## config.mk

```make
export PLATFORM = sky130hd
export DESIGN_NAME = fpu_sign_resolve_flat
export DESIGN_NICKNAME = d
export VERILOG_FILES = /design/src/rtl/fpu_sign_resolve_if.sv /design/src/rtl/fpu_sign_resolve.sv /design/src/flat_wrapper.sv
export SDC_FILE = /design/constraint.sdc
export NUM_CORES = 1
export LEC_CHECK = 0
export BUFFER_PORTS_ARGS = -buffer_cell sky130_fd_sc_hd__buf_2
export CAP_MARGIN = 20
export CORE_UTILIZATION = 45
export DETAILED_ROUTE_END_ITERATION = 10
export GPL_TIMING_DRIVEN = 0
export HOLD_SLACK_MARGIN = 0.02
export PLACE_DENSITY_LB_ADDON = 0.3
export SLEW_MARGIN = 10
export SYNTH_ARGS = -nofsm -noshare
export SYNTH_HDL_FRONTEND = slang
export SYNTH_SLANG_ARGS = --single-unit
```

## constraint.sdc

```tcl
create_clock -name clk -period 3.7 [get_ports clk]
set_input_delay 0.37 -clock clk [delete_from_list [all_inputs] [get_ports clk]]
set_output_delay 0.37 -clock clk [all_outputs]
set_load 0.03 [all_outputs]
```

## src/rtl/fpu_sign_resolve_if.sv

```systemverilog
// Handshake and payload bundle between the significand adder, the sign
// finalizer and the result packer.
interface fpu_sign_resolve_if #(
  parameter int unsigned TAG_W = 5
);
  // upstream side
  logic             in_valid;
  logic             in_ready;
  logic [2:0]       op_type;
  logic             prod_sign;
  logic             zs;
  logic             mag_z_gt;
  logic             sum_zero;
  logic [2:0]       rm;
  logic             nan_in;
  logic             inf_a;
  logic             inf_z;
  logic [TAG_W-1:0] in_tag;

  // downstream side
  logic             out_valid;
  logic             out_ready;
  logic             out_sign;
  logic             out_nan;
  logic             out_invalid;
  logic             out_illegal;
  logic [TAG_W-1:0] out_tag;

  // producer/consumer view (drives operations, accepts results)
  modport master (
    output in_valid, op_type, prod_sign, zs, mag_z_gt, sum_zero, rm,
           nan_in, inf_a, inf_z, in_tag, out_ready,
    input  in_ready, out_valid, out_sign, out_nan, out_invalid,
           out_illegal, out_tag
  );

  // sign finalizer view
  modport slave (
    input  in_valid, op_type, prod_sign, zs, mag_z_gt, sum_zero, rm,
           nan_in, inf_a, inf_z, in_tag, out_ready,
    output in_ready, out_valid, out_sign, out_nan, out_invalid,
           out_illegal, out_tag
  );
endinterface

```

## src/rtl/fpu_sign_resolve.sv

```systemverilog
// Two-stage sign finalizer for the FPU add/FMA path: resolves the IEEE-754
// result sign (cancellation zero, negated FMA forms, NaN/invalid/illegal).
module fpu_sign_resolve #(
  parameter int unsigned TAG_W = 5
) (
  input  logic               clk,
  input  logic               rst_n,
  input  logic               flush,
  fpu_sign_resolve_if.slave  bus
);

  localparam logic [2:0] OP_SUB    = 3'b001;
  localparam logic [2:0] OP_MUL    = 3'b010;
  localparam logic [2:0] OP_FMS    = 3'b100;
  localparam logic [2:0] OP_FNMADD = 3'b101;
  localparam logic [2:0] OP_FNMSUB = 3'b110;
  localparam logic [2:0] OP_ILL    = 3'b111;
  localparam logic [2:0] RM_RDN    = 3'b010;

  // stage 1 state
  logic             s1_valid;
  logic [2:0]       s1_op;
  logic             s1_prod_sign;
  logic             s1_z_eff;
  logic             s1_eff_sub;
  logic             s1_neg;
  logic             s1_mag_z_gt;
  logic             s1_sum_zero;
  logic [2:0]       s1_rm;
  logic             s1_nan;
  logic             s1_inf_a;
  logic             s1_inf_z;
  logic [TAG_W-1:0] s1_tag;

  // stage 2 (output) state
  logic             s2_valid;
  logic             s2_sign;
  logic             s2_nan;
  logic             s2_invalid;
  logic             s2_illegal;
  logic [TAG_W-1:0] s2_tag;

  logic             s1_adv_c;
  logic             in_ready_c;
  logic             accept_c;
  logic             z_eff_c;
  logic             eff_sub_c;
  logic             neg_c;
  logic             base_sign_c;
  logic             nxt_sign_c;
  logic             nxt_nan_c;
  logic             nxt_invalid_c;
  logic             nxt_illegal_c;

  assign s1_adv_c   = !s2_valid || bus.out_ready;
  assign in_ready_c = !s1_valid || s1_adv_c;
  assign accept_c   = bus.in_valid && in_ready_c;

  // Effective addend sign, effective subtraction and final negation flag.
  always_comb begin
    z_eff_c   = bus.zs;
    eff_sub_c = 1'b0;
    neg_c     = 1'b0;
    if (bus.op_type == OP_SUB || bus.op_type == OP_FMS || bus.op_type == OP_FNMSUB)
      z_eff_c = !bus.zs;
    if (bus.op_type != OP_MUL)
      eff_sub_c = bus.prod_sign ^ z_eff_c;
    if (bus.op_type == OP_FNMADD || bus.op_type == OP_FNMSUB)
      neg_c = 1'b1;
  end

  // Stage 1 valid bit; flush beats a concurrent acceptance.
  always_ff @(posedge clk or negedge rst_n) begin
    if (!rst_n)          s1_valid <= 1'b0;
    else if (flush)      s1_valid <= 1'b0;
    else if (in_ready_c) s1_valid <= bus.in_valid;
  end

  // Stage 1 payload, loaded only on acceptance.
  always_ff @(posedge clk or negedge rst_n) begin
    if (!rst_n) begin
      s1_op        <= 3'b000;
      s1_prod_sign <= 1'b0;
      s1_z_eff     <= 1'b0;
      s1_eff_sub   <= 1'b0;
      s1_neg       <= 1'b0;
      s1_mag_z_gt  <= 1'b0;
      s1_sum_zero  <= 1'b0;
      s1_rm        <= 3'b000;
      s1_nan       <= 1'b0;
      s1_inf_a     <= 1'b0;
      s1_inf_z     <= 1'b0;
      s1_tag       <= '0;
    end else if (accept_c) begin
      s1_op        <= bus.op_type;
      s1_prod_sign <= bus.prod_sign;
      s1_z_eff     <= z_eff_c;
      s1_eff_sub   <= eff_sub_c;
      s1_neg       <= neg_c;
      s1_mag_z_gt  <= bus.mag_z_gt;
      s1_sum_zero  <= bus.sum_zero;
      s1_rm        <= bus.rm;
      s1_nan       <= bus.nan_in;
      s1_inf_a     <= bus.inf_a;
      s1_inf_z     <= bus.inf_z;
      s1_tag       <= bus.in_tag;
    end
  end

  // Prioritised sign/flag resolution from the stage 1 fields.
  always_comb begin
    base_sign_c   = 1'b0;
    nxt_sign_c    = 1'b0;
    nxt_nan_c     = 1'b0;
    nxt_invalid_c = 1'b0;
    nxt_illegal_c = 1'b0;
    if (s1_op == OP_ILL) begin
      nxt_illegal_c = 1'b1;
    end else if (s1_nan) begin
      nxt_nan_c = 1'b1;
    end else if (s1_inf_a && s1_inf_z && s1_eff_sub) begin
      nxt_nan_c     = 1'b1;
      nxt_invalid_c = 1'b1;
    end else begin
      if (s1_op == OP_MUL || !s1_eff_sub)
        base_sign_c = s1_prod_sign;
      else if (s1_sum_zero)
        base_sign_c = (s1_rm == RM_RDN);
      else
        base_sign_c = s1_mag_z_gt ? s1_z_eff : s1_prod_sign;
      // negation comes after the zero rule: FNMADD cancellation under RNE is -0
      nxt_sign_c = base_sign_c ^ s1_neg;
    end
  end

  // Stage 2 valid bit.
  always_ff @(posedge clk or negedge rst_n) begin
    if (!rst_n)        s2_valid <= 1'b0;
    else if (flush)    s2_valid <= 1'b0;
    else if (s1_adv_c) s2_valid <= s1_valid;
  end

  // Stage 2 result registers; held while the consumer stalls.
  always_ff @(posedge clk or negedge rst_n) begin
    if (!rst_n) begin
      s2_sign    <= 1'b0;
      s2_nan     <= 1'b0;
      s2_invalid <= 1'b0;
      s2_illegal <= 1'b0;
      s2_tag     <= '0;
    end else if (s1_adv_c && s1_valid) begin
      s2_sign    <= nxt_sign_c;
      s2_nan     <= nxt_nan_c;
      s2_invalid <= nxt_invalid_c;
      s2_illegal <= nxt_illegal_c;
      s2_tag     <= s1_tag;
    end
  end

  assign bus.in_ready    = in_ready_c;
  assign bus.out_valid   = s2_valid;
  assign bus.out_sign    = s2_sign;
  assign bus.out_nan     = s2_nan;
  assign bus.out_invalid = s2_invalid;
  assign bus.out_illegal = s2_illegal;
  assign bus.out_tag     = s2_tag;

endmodule

```

## src/flat_wrapper.sv

```systemverilog
// flat-port wrapper written by rule: the top's interface ports become plain ports
module fpu_sign_resolve_flat 
#(
  parameter int unsigned TAG_W = 5
)
  (clk, rst_n, flush, bus_in_valid, bus_op_type, bus_prod_sign, bus_zs, bus_mag_z_gt, bus_sum_zero, bus_rm, bus_nan_in, bus_inf_a, bus_inf_z, bus_in_tag, bus_out_ready, bus_in_ready, bus_out_valid, bus_out_sign, bus_out_nan, bus_out_invalid, bus_out_illegal, bus_out_tag);
  fpu_sign_resolve_if #(.TAG_W(TAG_W)) bus_i ();
  input  logic clk;
  input  logic rst_n;
  input  logic flush;
  input wire logic [$bits(bus_i.in_valid)-1:0] bus_in_valid;
  input wire logic [$bits(bus_i.op_type)-1:0] bus_op_type;
  input wire logic [$bits(bus_i.prod_sign)-1:0] bus_prod_sign;
  input wire logic [$bits(bus_i.zs)-1:0] bus_zs;
  input wire logic [$bits(bus_i.mag_z_gt)-1:0] bus_mag_z_gt;
  input wire logic [$bits(bus_i.sum_zero)-1:0] bus_sum_zero;
  input wire logic [$bits(bus_i.rm)-1:0] bus_rm;
  input wire logic [$bits(bus_i.nan_in)-1:0] bus_nan_in;
  input wire logic [$bits(bus_i.inf_a)-1:0] bus_inf_a;
  input wire logic [$bits(bus_i.inf_z)-1:0] bus_inf_z;
  input wire logic [$bits(bus_i.in_tag)-1:0] bus_in_tag;
  input wire logic [$bits(bus_i.out_ready)-1:0] bus_out_ready;
  output wire logic [$bits(bus_i.in_ready)-1:0] bus_in_ready;
  output wire logic [$bits(bus_i.out_valid)-1:0] bus_out_valid;
  output wire logic [$bits(bus_i.out_sign)-1:0] bus_out_sign;
  output wire logic [$bits(bus_i.out_nan)-1:0] bus_out_nan;
  output wire logic [$bits(bus_i.out_invalid)-1:0] bus_out_invalid;
  output wire logic [$bits(bus_i.out_illegal)-1:0] bus_out_illegal;
  output wire logic [$bits(bus_i.out_tag)-1:0] bus_out_tag;
  assign bus_i.in_valid = bus_in_valid;
  assign bus_i.op_type = bus_op_type;
  assign bus_i.prod_sign = bus_prod_sign;
  assign bus_i.zs = bus_zs;
  assign bus_i.mag_z_gt = bus_mag_z_gt;
  assign bus_i.sum_zero = bus_sum_zero;
  assign bus_i.rm = bus_rm;
  assign bus_i.nan_in = bus_nan_in;
  assign bus_i.inf_a = bus_inf_a;
  assign bus_i.inf_z = bus_inf_z;
  assign bus_i.in_tag = bus_in_tag;
  assign bus_i.out_ready = bus_out_ready;
  assign bus_in_ready = bus_i.in_ready;
  assign bus_out_valid = bus_i.out_valid;
  assign bus_out_sign = bus_i.out_sign;
  assign bus_out_nan = bus_i.out_nan;
  assign bus_out_invalid = bus_i.out_invalid;
  assign bus_out_illegal = bus_i.out_illegal;
  assign bus_out_tag = bus_i.out_tag;
  fpu_sign_resolve #(.TAG_W(TAG_W)) u_core (.clk(clk), .rst_n(rst_n), .flush(flush), .bus(bus_i));
endmodule
```

==> out/metrics.yaml <==
layout:
  multi_input_area_um2: 519
  diodes: 0
  layout.nets: 165
  area_growth_pct: 19.2
  regArea_um2: 776
  layout-drive-gt1-share_pct: 45.5
  fill_cells: 248
power:
  ir_drop_mv: 0.353
  p_clk_share_pct: 23.6
  seqPwrFrac_pct: 55.0
  power_density_nw_per_um2: 469
  p_int_mw: 0.525
  power.leakage_nw: 0.739
  p_switching_mw: 0.214
  switching_share_pct: 29.0
  combPwrFrac_pct: 21.3
floorplanning:
  start_util_pct: 47.5
  core-area_um2: 2780
  die_x_um: 56.2
  core.rowCount: 19
  die_area_um2: 3160
  die_h_um: 56.2
  ios: 34
logic_synthesis:
  yosys.area.top_type: "dfrtp_1"
  synthArstFlopShare_pct: 100
  yosysMostFrequentCell: "dfrtp_1"
  yosysWarnings: 0
  synth_area_leaders: "dfrtp_1 59%, mux2_2 19%, o21ai_0 3.0%, nand2_1 2.0%, nand2b_1 1.4%"
  synth_common_cells: "31 x dfrtp_1, 22 x mux2_2, 8 x o21ai_0, 7 x nand2_1"
  synth_top_area_share_pct: 58.7
  synth_edf_count: 0
  ys_types: 26
  ys_seq_area_share_pct: 58.7
  synth_cells: 102
  ys_ff_latch: 31
  syn-cell-area_um2: 1320
  postSynthAreaPerCell_um2: 13.0
  syn_nets: 125
  ys_dominant_reg_cell: "dfrtp_1"
clocking:
  hold_buffers: 0
  clock_latency_ns: 0.32
  clk_pin_slew_ns: 0.09
  cts_resized: 0
  root_buffer: "clkbuf_4"
  h-tree-depth: 2
  numCtsBuffers: 5
  clockBufferDepth: 2
  cts_sinks: 31
  cts_setup_buffers: 0
  cts_tree: "built"
routing:
  initialDrtViolationCount: 5
  drt_first_pass_iters: 3
  wl_um: 2240
  wl_per_cell_um: 12.9
  drcViolationCount: 0
  viasPerCell: 5.16
  ant_nets: 0
  num_vias: 897
grt:
  grt_use_total_pct: 16.3
  met3_usage_pct: 6.28
  overflow: 0
  antenna_found_initial: 0
  grt_max_degree: 32
  grt-busiest-layer: "met2"
  grt_pass1_vias: 898
  grt_pass1_wl_um: 3840
  met1_usage_pct: 18.6
  use_met2_pct: 28.1
timing:
  setup-violations-final: 0
  tightest_slew_ns: 0.663
  rsz0062_at_grt: "false"
  period_share_pct: 39.8
  skew_ns: 0.00491
  relSlewSlack_pct: 55.8
  hold_viol: 0
  tns_ns: 0
  max_freq_ghz: 0.678
  min_period_ns: 1.47
  hold_ws_ns: 0.0747
  drv_slew: 0
worst_hold_path:
  hp-class: "in -> async"
placed_design:
  dp_hpwl_um: 1770
  place.port_buffers: 33
  gp_congestion: 0.704
setup_path:
  cpPeakStageDelay_ns: 0.36
  worstSetupStartpoint: "u_core.bus.out_valid"
  required_ns: 3.91
  crit_path_cell_trace: "nor2b_1 -> nand2b_1 -> buf_2 -> mux2_2"
  path_class: "reg -> reg"
  r2r.worst_path.cells: 4
  cp.arrival_ns: 1.68
  cp_max_fo: 10
  reg2reg_setup_slack_ns: 2.23
  cp-end-kind: "flop"
  r2r_start: "u_core.bus.out_valid"
  timing.rr.end: "u_core.bus.out_tag[1]"
  worst_setup_path_start_kind: "flop"
  cpMaxStageDelayCell: "dfrtp_1"
job:
  max_cap_viol_count: 0
status:
  status: "finished clean"
## sequential cells by signal, indices dropped and copies added (netlist names), 3 cells and up
| register | flops |
|---|---|
| u_core.bus.out_tag | 5 |
| u_core.s1_op | 3 |
| u_core.s1_rm | 3 |
| u_core.s1_tag | 5 |
## routing by layer
metal  part of all wire (%)  wire length, µm
met1                     42              949
met2                     51             1140
met3                    5.2              116
met4                    1.5               34
met5                      0                0
## critical path, delay by kind of cell, from the launching register on
family	cells	cell delay (ns)
buffers and inverters	1	0.24
DFF	1	0.36
muxes	1	0.35
and+or+nand+nor	2	0.42
## worst max-delay path by stage
stage	endpoint
2_1_floorplan	u_core.s1_inf_a
5_1_grt	u_core.bus.out_tag[2]
6_report	u_core.bus.out_tag[1]
3_5_place_dp	u_core.s1_rm[2]
3_3_place_gp	u_core.s1_rm[1]
4_1_cts	u_core.bus.out_tag[2]
## power by group through the flow
stage | clock [mW] | sequential (mW) | combinational, mW
final | 0.175 | 0.407 | 0.158
after global routing | 0.197 | 0.413 | 0.172
after CTS | 0.183 | 0.407 | 0.161
after detailed placement | 0 | 0.414 | 0.160
after global placement | 0 | 0.411 | 0.155
after floorplan | 0 | 0.448 | 0.0693
## metrics by stage
stage,worst slack (ns),power [mW],area [µm²],std cells,util [%]
finish,2.23,0.739,1580,174,56.7
global route,2.12,0.782,1580,174,56.7
CTS,2.20,0.752,1580,174,56.7
detailed placement,2.09,0.575,1530,166,54.9
global placement,2.15,0.566,1530,166,54.9
floorplan,1.92,0.517,1320,102,-
## cell families after synthesis
group	Yosys count	share of synthesized area (%)
DFF	31	58.7
xor gates and xnor gates	4	2.65
buffers and inverters	5	2.08
muxes	23	19.5
AOI/OAI and AO/OA	16	7.38
and+or+nand+nor	23	9.75
## cells in the final DEF (no fill, tap or decap), drive strengths merged, types with 2 or more instances in the layout
master and instances:
o21ai 8, nor2 3, clkbuf 7, nand3b 2, nand3 2, nand2b 3
mux2 22, buf 36, dfrtp 31, inv 2, xor2 2, a211oi 2
a21oi 2, nand2 7, xnor2 2
## final cells by class
class / count / share of cell area, %
clock inverter: 1 / 0.317
sequential: 31 / 49.2
buffer: 3 / 1.27
timing repair buffer: 33 / 10.5
tap: 31 / 2.46
multi-input combinational: 66 / 32.9
clock buffer: 7 / 2.86
inverter: 2 / 0.476
(Power assumes the default switching activity.)
